### config.mk
export PLATFORM = sky130hd
export DESIGN_NAME = scariv_lsu_pipe_arbiter
export DESIGN_NICKNAME = d
export VERILOG_FILES = /design/src/rtl/scariv_lsu_pipe_arbiter.sv
export SDC_FILE = /design/constraint.sdc
export NUM_CORES = 1
export LEC_CHECK = 0
export BUFFER_PORTS_ARGS = -buffer_cell sky130_fd_sc_hd__buf_2
export CORE_AREA = 2 2 202 204
export DETAILED_ROUTE_END_ITERATION = 16
export DIE_AREA = 0 0 204 206
export SYNTH_ARGS = -nofsm -noshare
export SYNTH_HDL_FRONTEND = slang
export SYNTH_SLANG_ARGS = --single-unit
### constraint.sdc
create_clock -name i_clk -period 3.8 [get_ports i_clk]
set_clock_uncertainty 0.05 [all_clocks]
set_input_delay 0.19 -clock i_clk [delete_from_list [all_inputs] [get_ports i_clk]]
set_output_delay 0.19 -clock i_clk [all_outputs]
set_load 0.05 [all_outputs]
### src/rtl/scariv_lsu_pipe_arbiter.sv
// ---------------------------------------------------------------------------
// scariv_lsu_pipe_arbiter
//
// Chooses one request per cycle for the LSU pipe from three sources:
//   - iss : new issue from the scheduler
//   - frq : fast replay queue
//   - srq : slow replay (LDQ/STQ)
//
// Replays normally win over new issues. They alternate between frq and srq
// when both are pending. A starvation counter protects the issue path: once
// iss has lost STARVE_MAX arbitrations in a row to replays, the arbiter goes
// to FORCE and iss wins the next grant. When the fast replay queue reports
// almost-full, the arbiter goes to DRAIN and blocks new issues until the
// queue recovers.
//
// Ports
//   i_clk, i_reset_n                 clock, asynchronous active-low reset
//   i_iss_valid/_payload, o_iss_ready  issue request handshake
//   i_frq_valid/_payload, o_frq_ready  fast replay handshake
//   i_srq_valid/_payload, o_srq_ready  slow replay handshake
//   i_rq_almost_full                 fast replay queue almost full
//   i_pipe_ready                     LSU pipe accepts this cycle
//   o_pipe_valid/_payload/_src       granted request (src 0=iss 1=frq 2=srq)
//   o_state                          0=NORMAL 1=FORCE 2=DRAIN
// ---------------------------------------------------------------------------
module scariv_lsu_pipe_arbiter #(
  parameter int PAYLOAD_W  = 128,
  parameter int STARVE_MAX = 8
) (
  input  logic                 i_clk,
  input  logic                 i_reset_n,

  input  logic                 i_iss_valid,
  input  logic [PAYLOAD_W-1:0] i_iss_payload,
  output logic                 o_iss_ready,

  input  logic                 i_frq_valid,
  input  logic [PAYLOAD_W-1:0] i_frq_payload,
  output logic                 o_frq_ready,

  input  logic                 i_srq_valid,
  input  logic [PAYLOAD_W-1:0] i_srq_payload,
  output logic                 o_srq_ready,

  input  logic                 i_rq_almost_full,
  input  logic                 i_pipe_ready,

  output logic                 o_pipe_valid,
  output logic [PAYLOAD_W-1:0] o_pipe_payload,
  output logic [1:0]           o_pipe_src,

  output logic [1:0]           o_state
);

  typedef enum logic [1:0] {
    ST_NORMAL = 2'd0,
    ST_FORCE  = 2'd1,
    ST_DRAIN  = 2'd2
  } state_e;

  localparam logic [1:0] SRC_ISS = 2'd0;
  localparam logic [1:0] SRC_FRQ = 2'd1;
  localparam logic [1:0] SRC_SRQ = 2'd2;

  localparam logic [8:0] STARVE_LIMIT = 9'(STARVE_MAX);

  state_e     r_state;
  logic [7:0] r_starve;
  logic       r_pref_srq;

  logic       grant_iss;
  logic       grant_frq;
  logic       grant_srq;
  logic       replay_any;
  logic       replay_pick_srq;

  logic       xfer_iss;
  logic       xfer_frq;
  logic       xfer_srq;
  logic       xfer_replay;

  logic [8:0] starve_inc;
  logic       starve_hit;
  logic       force_enter;
  logic       force_exit;

  state_e     state_nxt;
  logic [7:0] starve_nxt;
  logic       pref_srq_nxt;

  // Replay tie-break. srq wins when it is the only replay. When both replays
  // are pending, srq wins only if the last replay transfer was from frq.
  assign replay_any      = i_frq_valid | i_srq_valid;
  assign replay_pick_srq = i_srq_valid & (~i_frq_valid | r_pref_srq);

  // Grant selection uses only the valids and the registered state. i_pipe_ready
  // is not an input here, so the pipe sees a stable choice while it stalls.
  // All grants are held off while reset is asserted, whatever the inputs are.
  always_comb begin
    grant_iss = 1'b0;
    grant_frq = 1'b0;
    grant_srq = 1'b0;
    if (i_reset_n) begin
      case (r_state)
        ST_NORMAL: begin
          if (replay_any) begin
            grant_srq = replay_pick_srq;
            grant_frq = ~replay_pick_srq;
          end else begin
            grant_iss = i_iss_valid;
          end
        end
        ST_FORCE: begin
          if (i_iss_valid) begin
            grant_iss = 1'b1;
          end else if (replay_any) begin
            grant_srq = replay_pick_srq;
            grant_frq = ~replay_pick_srq;
          end
        end
        ST_DRAIN: begin
          if (replay_any) begin
            grant_srq = replay_pick_srq;
            grant_frq = ~replay_pick_srq;
          end
        end
        default: begin
          grant_iss = 1'b0;
          grant_frq = 1'b0;
          grant_srq = 1'b0;
        end
      endcase
    end
  end

  assign o_iss_ready = grant_iss & i_pipe_ready;
  assign o_frq_ready = grant_frq & i_pipe_ready;
  assign o_srq_ready = grant_srq & i_pipe_ready;

  assign o_pipe_valid = grant_iss | grant_frq | grant_srq;

  // Payload and source follow the winning request. Both are driven to zero when
  // nothing is granted, so stale data cannot be mistaken for a request.
  always_comb begin
    o_pipe_payload = '0;
    o_pipe_src     = SRC_ISS;
    if (grant_frq) begin
      o_pipe_payload = i_frq_payload;
      o_pipe_src     = SRC_FRQ;
    end else if (grant_srq) begin
      o_pipe_payload = i_srq_payload;
      o_pipe_src     = SRC_SRQ;
    end else if (grant_iss) begin
      o_pipe_payload = i_iss_payload;
      o_pipe_src     = SRC_ISS;
    end
  end

  assign xfer_iss    = grant_iss & i_pipe_ready;
  assign xfer_frq    = grant_frq & i_pipe_ready;
  assign xfer_srq    = grant_srq & i_pipe_ready;
  assign xfer_replay = xfer_frq | xfer_srq;

  // Starvation is counted only on cycles where iss is waiting and a replay
  // actually moves. The counter is compared against the incremented value, so
  // the switch to FORCE happens on the loss that would reach the limit.
  assign starve_inc  = {1'b0, r_starve} + 9'd1;
  assign starve_hit  = i_iss_valid & xfer_replay & (starve_inc >= STARVE_LIMIT);
  assign force_enter = (r_state == ST_NORMAL) & starve_hit;
  assign force_exit  = (r_state == ST_FORCE) & i_pipe_ready & (xfer_iss | ~i_iss_valid);

  // Next-state logic. Almost-full overrides every other transition, and it is
  // the only transition allowed while the pipe is stalled, because FORCE entry
  // and exit both need i_pipe_ready.
  always_comb begin
    state_nxt = r_state;
    if (i_rq_almost_full) begin
      state_nxt = ST_DRAIN;
    end else begin
      case (r_state)
        ST_NORMAL: if (force_enter) state_nxt = ST_FORCE;
        ST_FORCE:  if (force_exit)  state_nxt = ST_NORMAL;
        ST_DRAIN:  state_nxt = ST_NORMAL;
        default:   state_nxt = ST_NORMAL;
      endcase
    end
  end

  // Starvation counter update. It holds while the pipe stalls and while
  // draining. If the limit is reached on the same cycle that DRAIN takes over,
  // the counter holds instead of reaching the limit. That way the next loss
  // after the drain still triggers FORCE with an equality-style comparison.
  always_comb begin
    starve_nxt = r_starve;
    if (i_pipe_ready && (r_state != ST_DRAIN)) begin
      if (xfer_iss || !i_iss_valid) begin
        starve_nxt = 8'd0;
      end else if (xfer_replay) begin
        if (starve_hit) begin
          starve_nxt = (force_enter && !i_rq_almost_full) ? 8'd0 : r_starve;
        end else begin
          starve_nxt = starve_inc[7:0];
        end
      end
    end
  end

  // Replay preference flips after each replay transfer so that frq and srq
  // take turns when both are pending.
  always_comb begin
    pref_srq_nxt = r_pref_srq;
    if (xfer_frq) begin
      pref_srq_nxt = 1'b1;
    end else if (xfer_srq) begin
      pref_srq_nxt = 1'b0;
    end
  end

  // Arbiter state registers. An asynchronous reset drops any transfer in
  // progress. The first cycle after release then arbitrates from a clean state.
  always_ff @(posedge i_clk or negedge i_reset_n) begin
    if (!i_reset_n) begin
      r_state    <= ST_NORMAL;
      r_starve   <= 8'd0;
      r_pref_srq <= 1'b0;
    end else begin
      r_state    <= state_nxt;
      r_starve   <= starve_nxt;
      r_pref_srq <= pref_srq_nxt;
    end
  end

  assign o_state = r_state;

endmodule
==> flow_summary_export.csv, run 1 <==
group,metric,value,unit
route,first_pass_iters,8,
synthesis,synth_xor_area_share,0,%
sta,maxSlewViolCount,0,
route,avgRoutedWirePerCell,17.40,um
synthesis,synth_top_area_share,47.78,%
clocking,cts_setup_buffers,0,
die,core_area,40180,um2
route,drt_iter0_markers,848,
synthesis,avgSynthCellArea,7.407,um2
clocking,clk_latency,0.24,ns
final_layout,multi_input_area,1644,um2
clocking,htree_levels,1,
synthesis,synthSimpleGateAreaFrac,5.506,%
power,leakagePower,0.003935,uW
final_layout,drive_above_1_share,63.23,%
sta,period_share,87.84,%
run,max_cap_violations,0,
sta,tns,0,ns
synthesis,synth_area_leader_cell,"a222oi_1",
route,route.vias.total,5510,
placement,dp.final_hpwl,21040,um
sta,worst_slew_margin_rel,43.33,%
setup_path,rrSetupSlack,1.20,ns
sta,final_hold_viol_count,0,
hold_path,holdCritPathClass,"input port to flip-flop",
clocking,cts_sinks,11,
final_layout,fin_nets,1248,
synthesis,yosysWarnings,0,
synthesis,synthAdderAreaFrac,0.9333,%
final_layout,final_cell_mix,"buf_2 (526), inv_1 (132), a222oi_1 (128)",
grt,grt_pass1_wl,29660,um
power,peakVddDrop,116.2,uV
placement,routabilityCongestion,0.8517,
sta,rsz0062_at_grt,"no",
setup_path,crit_family,"buffers and inverters",
final_layout,syn2layout_area_growth,119.4,%
clocking,root_buffer,"clkbuf_16",
setup_path,crit_fanout,67,
route,topRoutingLayerUsed,"met5",
route,wl_met2,11960,um
route,via_per_inst,3.955,
setup_path,critPathKind,"input port to output pin",
final_layout,final_common_cell,"buf_2",
synthesis,syn_nets,755,
setup_path,critPathCaptureType,"output pin",
final_layout,fillCellCount,4625,
synthesis,ys_seq_area_share,10.27,%
grt,grt-ovfl-total,0,
die,initial_core_util,6.673,%
synthesis,synth_seq_cells,11,
sta,timing.fmax,299.6,MHz
clocking,cts_max_path_buffers,2,
die,fp.dieH,206,um
route,drc_errors,0,
grt,antenna_found_initial,11,
grt,grt_max_degree,68,
grt,grt_usage,9.890,%
sta,whs,0.06467,ns
route,wl_met1,9220,um
sta,period_needed,3.338,ns
setup_path,crit_top_cell,"buf_2",
synthesis,ys_types,36,
clocking,tritoncts,"built",
synthesis,synth.area.mux_share,1.307,%
clocking,cts_buffers,3,
route,wl_met3,2374,um
grt,grt_pass1_vias,4680,
setup_path,critPathMaxStageDelay,0.80,ns
final_layout,seqCellArea,275.3,um2
route,drtAntennaViolNets,0,
route,drt_wl_total,24230,um
synthesis,synth_top_family_by_area,"compound AO/OA/AOI/OAI gates",
setup_path,cp_slowest_cell,"a222oi_1",
synthesis,synth_cells,362,
setup_path,cp.required,3.56,ns
sta,setup-violations-final,0,
synthesis,synthTopCellsByArea,"a222oi_1 (48%), inv_1 (18%), dfrtp_1 (10%)",
placement,numPortBuffers,526,
die,std_cell_rows,74,
die,die_w,204,um
die,die_area,42020,um2
setup_path,crit_chain,"dlygate4sd3_1 > buf_2 > and3b_1 > o21a_4 > buf_12 > a222oi_1 > inv_1 > buf_2",
synthesis,synth-compound-area-share,53.01,%
clocking,clk_pin_slew,0.04,ns
run_status,status,"complete, no violations",
sta,worst_pin_slew,0.8500,ns
die,ios,527,
setup_path,cp_num_buf_inv,5,
setup_path,arrival,3.10,ns
synthesis,syn-cell-area,2681,um2
setup_path,critPathLaunchType,"input port",
power,powerDensity,247.8,nW/um2
-- sequential cells by signal, indices dropped and copies added (netlist names) --
signal and cells:
r_pref_srq 1, r_starve 8, o_state 2
-- synthesized netlist by cell type --
master	number
inv_1	132
a222oi_1	128
buf_2	24
buf_6	11
dfrtp_1	11
clkbuf_1	8
nor2b_1	5
nand2_1	4
and2_1	3
nand2b_1	3
nor2_1	3
o21ai_0	3
a21o_1	2
ha_1	2
mux2i_1	2
a211oi_2	1
a21boi_0	1
a2bb2oi_1	1
a311o_1	1
a31oi_1	1
and3b_1	1
buf_4	1
mux2_4	1
nand3_1	1
nand3b_1	1
nand4_1	1
nor3_1	1
nor3b_1	1
nor4_1	1
o211ai_1	1
o21a_4	1
o21ai_1	1
o2bb2ai_1	1
o311a_4	1
o31ai_1	1
or3_1	1
-- final timing paths --
| kind | start | end | cells after the start |
|---|---|---|---|
| max | i_reset_n | o_pipe_payload[81] | 8 |
| min | i_rq_almost_full | o_state[1]$_DFFE_PN0P_ | 1 |
| max reg2reg | o_state[1]$_DFFE_PN0P_ | r_starve[1]$_DFFE_PN0P_ | 5 |
| min reg2reg | r_starve[5]$_DFFE_PN0P_ | r_starve[5]$_DFFE_PN0P_ | 1 |
| max in group asynchronous | i_reset_n | r_starve[0]$_DFFE_PN0P_ | 2 |
| min in group asynchronous | i_reset_n | r_starve[7]$_DFFE_PN0P_ | 2 |
-- timing repair --
action	4_1_cts	5_1_grt
hold buffers	1	0
endpoints found under the hold margin	11	0
resized for setup	0	0
setup endpoints to repair	0	0
-- cells by family after synthesis --
family,after synthesis
multiplexers,3
AND/OR/NAND/NOR,26
AO/OA/AOI/OAI,144
buffers and inverters,176
adder cells (fa/ha/maj),2
flip-flops,11
-- stage by stage --
| stage | total power (uW) | instances | instance area, um2 | util [%] | setup WS, ns |
|---|---|---|---|---|---|
| global route | 1534 | 1393 | 5883 | 14.64 | 0.2276 |
| finish | 1458 | 1393 | 5883 | 14.64 | 0.4621 |
| global placement | 1262 | 1381 | 5776 | 14.37 | 0.9279 |
| CTS | 1472 | 1386 | 5866 | 14.60 | 0.3043 |
| detailed placement | 1271 | 1381 | 5776 | 14.37 | 0.8681 |
| floorplan | 825.8 | 362 | 2681 | - | 1.037 |
-- layer usage --
metal / up-vias / GRT usage [%]
met5: - / 0
met4: 4 / 3.131
met3: 35 / 0.8988
met2: 477 / 18.22
met1: 2537 / 12.07
li1: 2457 / -
-- area by class of cell --
type                       instances  area share [%]
timing repair buffer             532           45.98
inverter                         132           8.422
tap                              532           11.31
multi-input combinational        175           27.95
clock buffer                       3           1.276
clock inverter                     1         0.08507
antenna                            7          0.2977
sequential                        11           4.679
-- power by group --
group          leakage, uW  internal, uW  switching [uW]
clock            0.0000409           139            54.5
sequential        0.000144           126            11.7
combinational      0.00375           336             790
total              0.00394           602             856
(Power assumes the default switching activity.)
==> inputs of run 2 (changes only) <==
--- a/config.mk
+++ b/config.mk
@@ -7,6 +7,7 @@
 export LEC_CHECK = 0
 export BUFFER_PORTS_ARGS = -buffer_cell sky130_fd_sc_hd__buf_2
 export CORE_AREA = 2 2 202 204
+export CTS_BUF_LIST = sky130_fd_sc_hd__clkbuf_8
 export DETAILED_ROUTE_END_ITERATION = 16
 export DIE_AREA = 0 0 204 206
 export SYNTH_ARGS = -nofsm -noshare
==> flow_summary_export.csv, run 2 (synthesis results as in run 1) <==
group,metric,value,unit
clocking,cts_setup_buffers,0,
sta,timing.fmax,301.2,MHz
setup_path,rr_endpoint,"r_starve[1]$_DFFE_PN0P_",
sta,setup-violations-final,0,
die,die_w,204,um
hold_path,holdCritPathClass,"input port to flip-flop",
hold_path,worstHoldPathCells,1,
clocking,tritoncts,"built",
run,max_cap_violations,0,
sta,whs,0.06602,ns
placement,routabilityCongestion,0.8517,
route,first_pass_iters,9,
hold_path,min_to,"o_state[1]$_DFFE_PN0P_",
die,die_area,42020,um2
sta,worst_pin_slew,0.8523,ns
die,initial_core_util,6.673,%
grt,grt_usage,9.893,%
power,leakagePower,0.003920,uW
clocking,clk_pin_slew,0.05,ns
route,route.vias.total,5538,
final_layout,instances_no_fill,1391,
clocking,cts_max_path_buffers,2,
route,drc_errors,0,
final_layout,final_common_cell,"buf_2",
setup_path,critPathCaptureType,"output pin",
final_layout,drive_above_1_share,63.23,%
grt,grt-ovfl-total,0,
sta,maxSlewViolCount,0,
final_layout,fillCellCount,4624,
die,fp.dieH,206,um
setup_path,r2r_start,"o_state[1]$_DFFE_PN0P_",
setup_path,crit_fanout,67,
sta,tns,0,ns
route,via_per_inst,3.981,
clocking,postCtsHoldBufs,1,
power,peakVddDrop,116.5,uV
sta,period_needed,3.320,ns
route,avgRoutedWirePerCell,17.49,um
placement,numPortBuffers,526,
clocking,htree_levels,1,
clocking,cts_buffers,3,
grt,grt_max_degree,68,
route,drt_iter0_markers,760,
final_layout,largest_register_ff_count,8,
grt,antenna_found_initial,5,
grt,grt_pass1_wl,30060,um
clocking,cts_sinks,11,
hold_path,min_from,"i_rq_almost_full",
setup_path,critPathKind,"input port to output pin",
final_layout,fin_util,14.54,%
setup_path,arrival,3.08,ns
power,total_power,1379,uW
placement,place_inst,1381,
die,core_area,40180,um2
die,ios,527,
run_status,status,"complete, no violations",
sta,period_share,87.36,%
sta,rsz0062_at_grt,"no",
final_layout,final_cell_mix,"buf_2 (526), inv_1 (132), a222oi_1 (128)",
final_layout,syn2layout_area_growth,118.0,%
sta,final_hold_viol_count,0,
placement,dp.final_hpwl,21040,um
setup_path,cp.required,3.56,ns
route,drt_wl_total,24340,um
clocking,cts_resized,0,
grt,grt_pass1_vias,4701,
clocking,root_buffer,"clkbuf_8",
final_layout,regMostFlops,"r_starve",
setup_path,rrSetupSlack,1.24,ns
die,std_cell_rows,74,
power,powerDensity,235.9,nW/um2
final_layout,fin_nets,1248,
setup_path,critPathLaunchType,"input port",
route,drtAntennaViolNets,0,
setup_path,r2r_cells,5,
sta,worst_slew_margin_rel,43.18,%
clocking,clk_latency,0.24,ns
run 2: cell types whose count changed in the layout (fill, tap and decap cells not counted):
cell       before  now
clkbuf_8        0    3
clkbuf_16       3    0
diode_2         7    5
run 2: power by group:
part | internal (uW) | switching [uW] | total (uW)
clock network | 72.1 | 44.9 | 117
logic | 336 | 788 | 1120
registers | 126 | 11.2 | 137
total | 534 | 844 | 1380
run 2: worst max-delay path by stage:
stage / start / endpoint / cells after the start
floorplan: o_state[0]$_DFFE_PN0P_ / r_starve[1]$_DFFE_PN0P_ / 4
global placement: i_reset_n / o_pipe_payload[81] / 7
detailed placement: i_reset_n / o_pipe_payload[81] / 7
CTS: i_reset_n / o_pipe_payload[81] / 8
global route: i_reset_n / o_pipe_payload[83] / 8
finish: i_reset_n / o_pipe_payload[81] / 8
run 2: through the flow:
step | instance area, um2 | worst slack (ns)
3_5_place_dp | 5776 | 0.8681
2_1_floorplan | 2681 | 1.037
4_1_cts | 5832 | 0.3043
6_report | 5844 | 0.4803
3_3_place_gp | 5776 | 0.9279
5_1_grt | 5842 | 0.2277
run 2: layout make-up:
type / count / area (um2) / area share (%)
tap: 532 / 665.6 / 11.39
timing repair buffer: 532 / 2705 / 46.29
clock inverter: 1 / 5.005 / 0.08563
multi-input combinational: 175 / 1644 / 28.13
sequential: 11 / 275.3 / 4.710
clock buffer: 3 / 41.29 / 0.7065
antenna: 5 / 12.51 / 0.2141
inverter: 132 / 495.5 / 8.478
run 2: routing by layer:
layer | wire length (um) | track usage (%)
met1 | 9194 | 12.17
met2 | 12220 | 18.65
met3 | 2499 | 0.8672
met4 | 420 | 2.019
met5 | 0 | 0
run 2: worst max-delay path, cell delays in order:
cell           delay (ns)
dlygate4sd3_1        0.53
buf_2                0.22
and3b_1              0.23
o21a_4               0.30
buf_12               0.33
a222oi_1             0.80
inv_1                0.11
buf_2                0.25
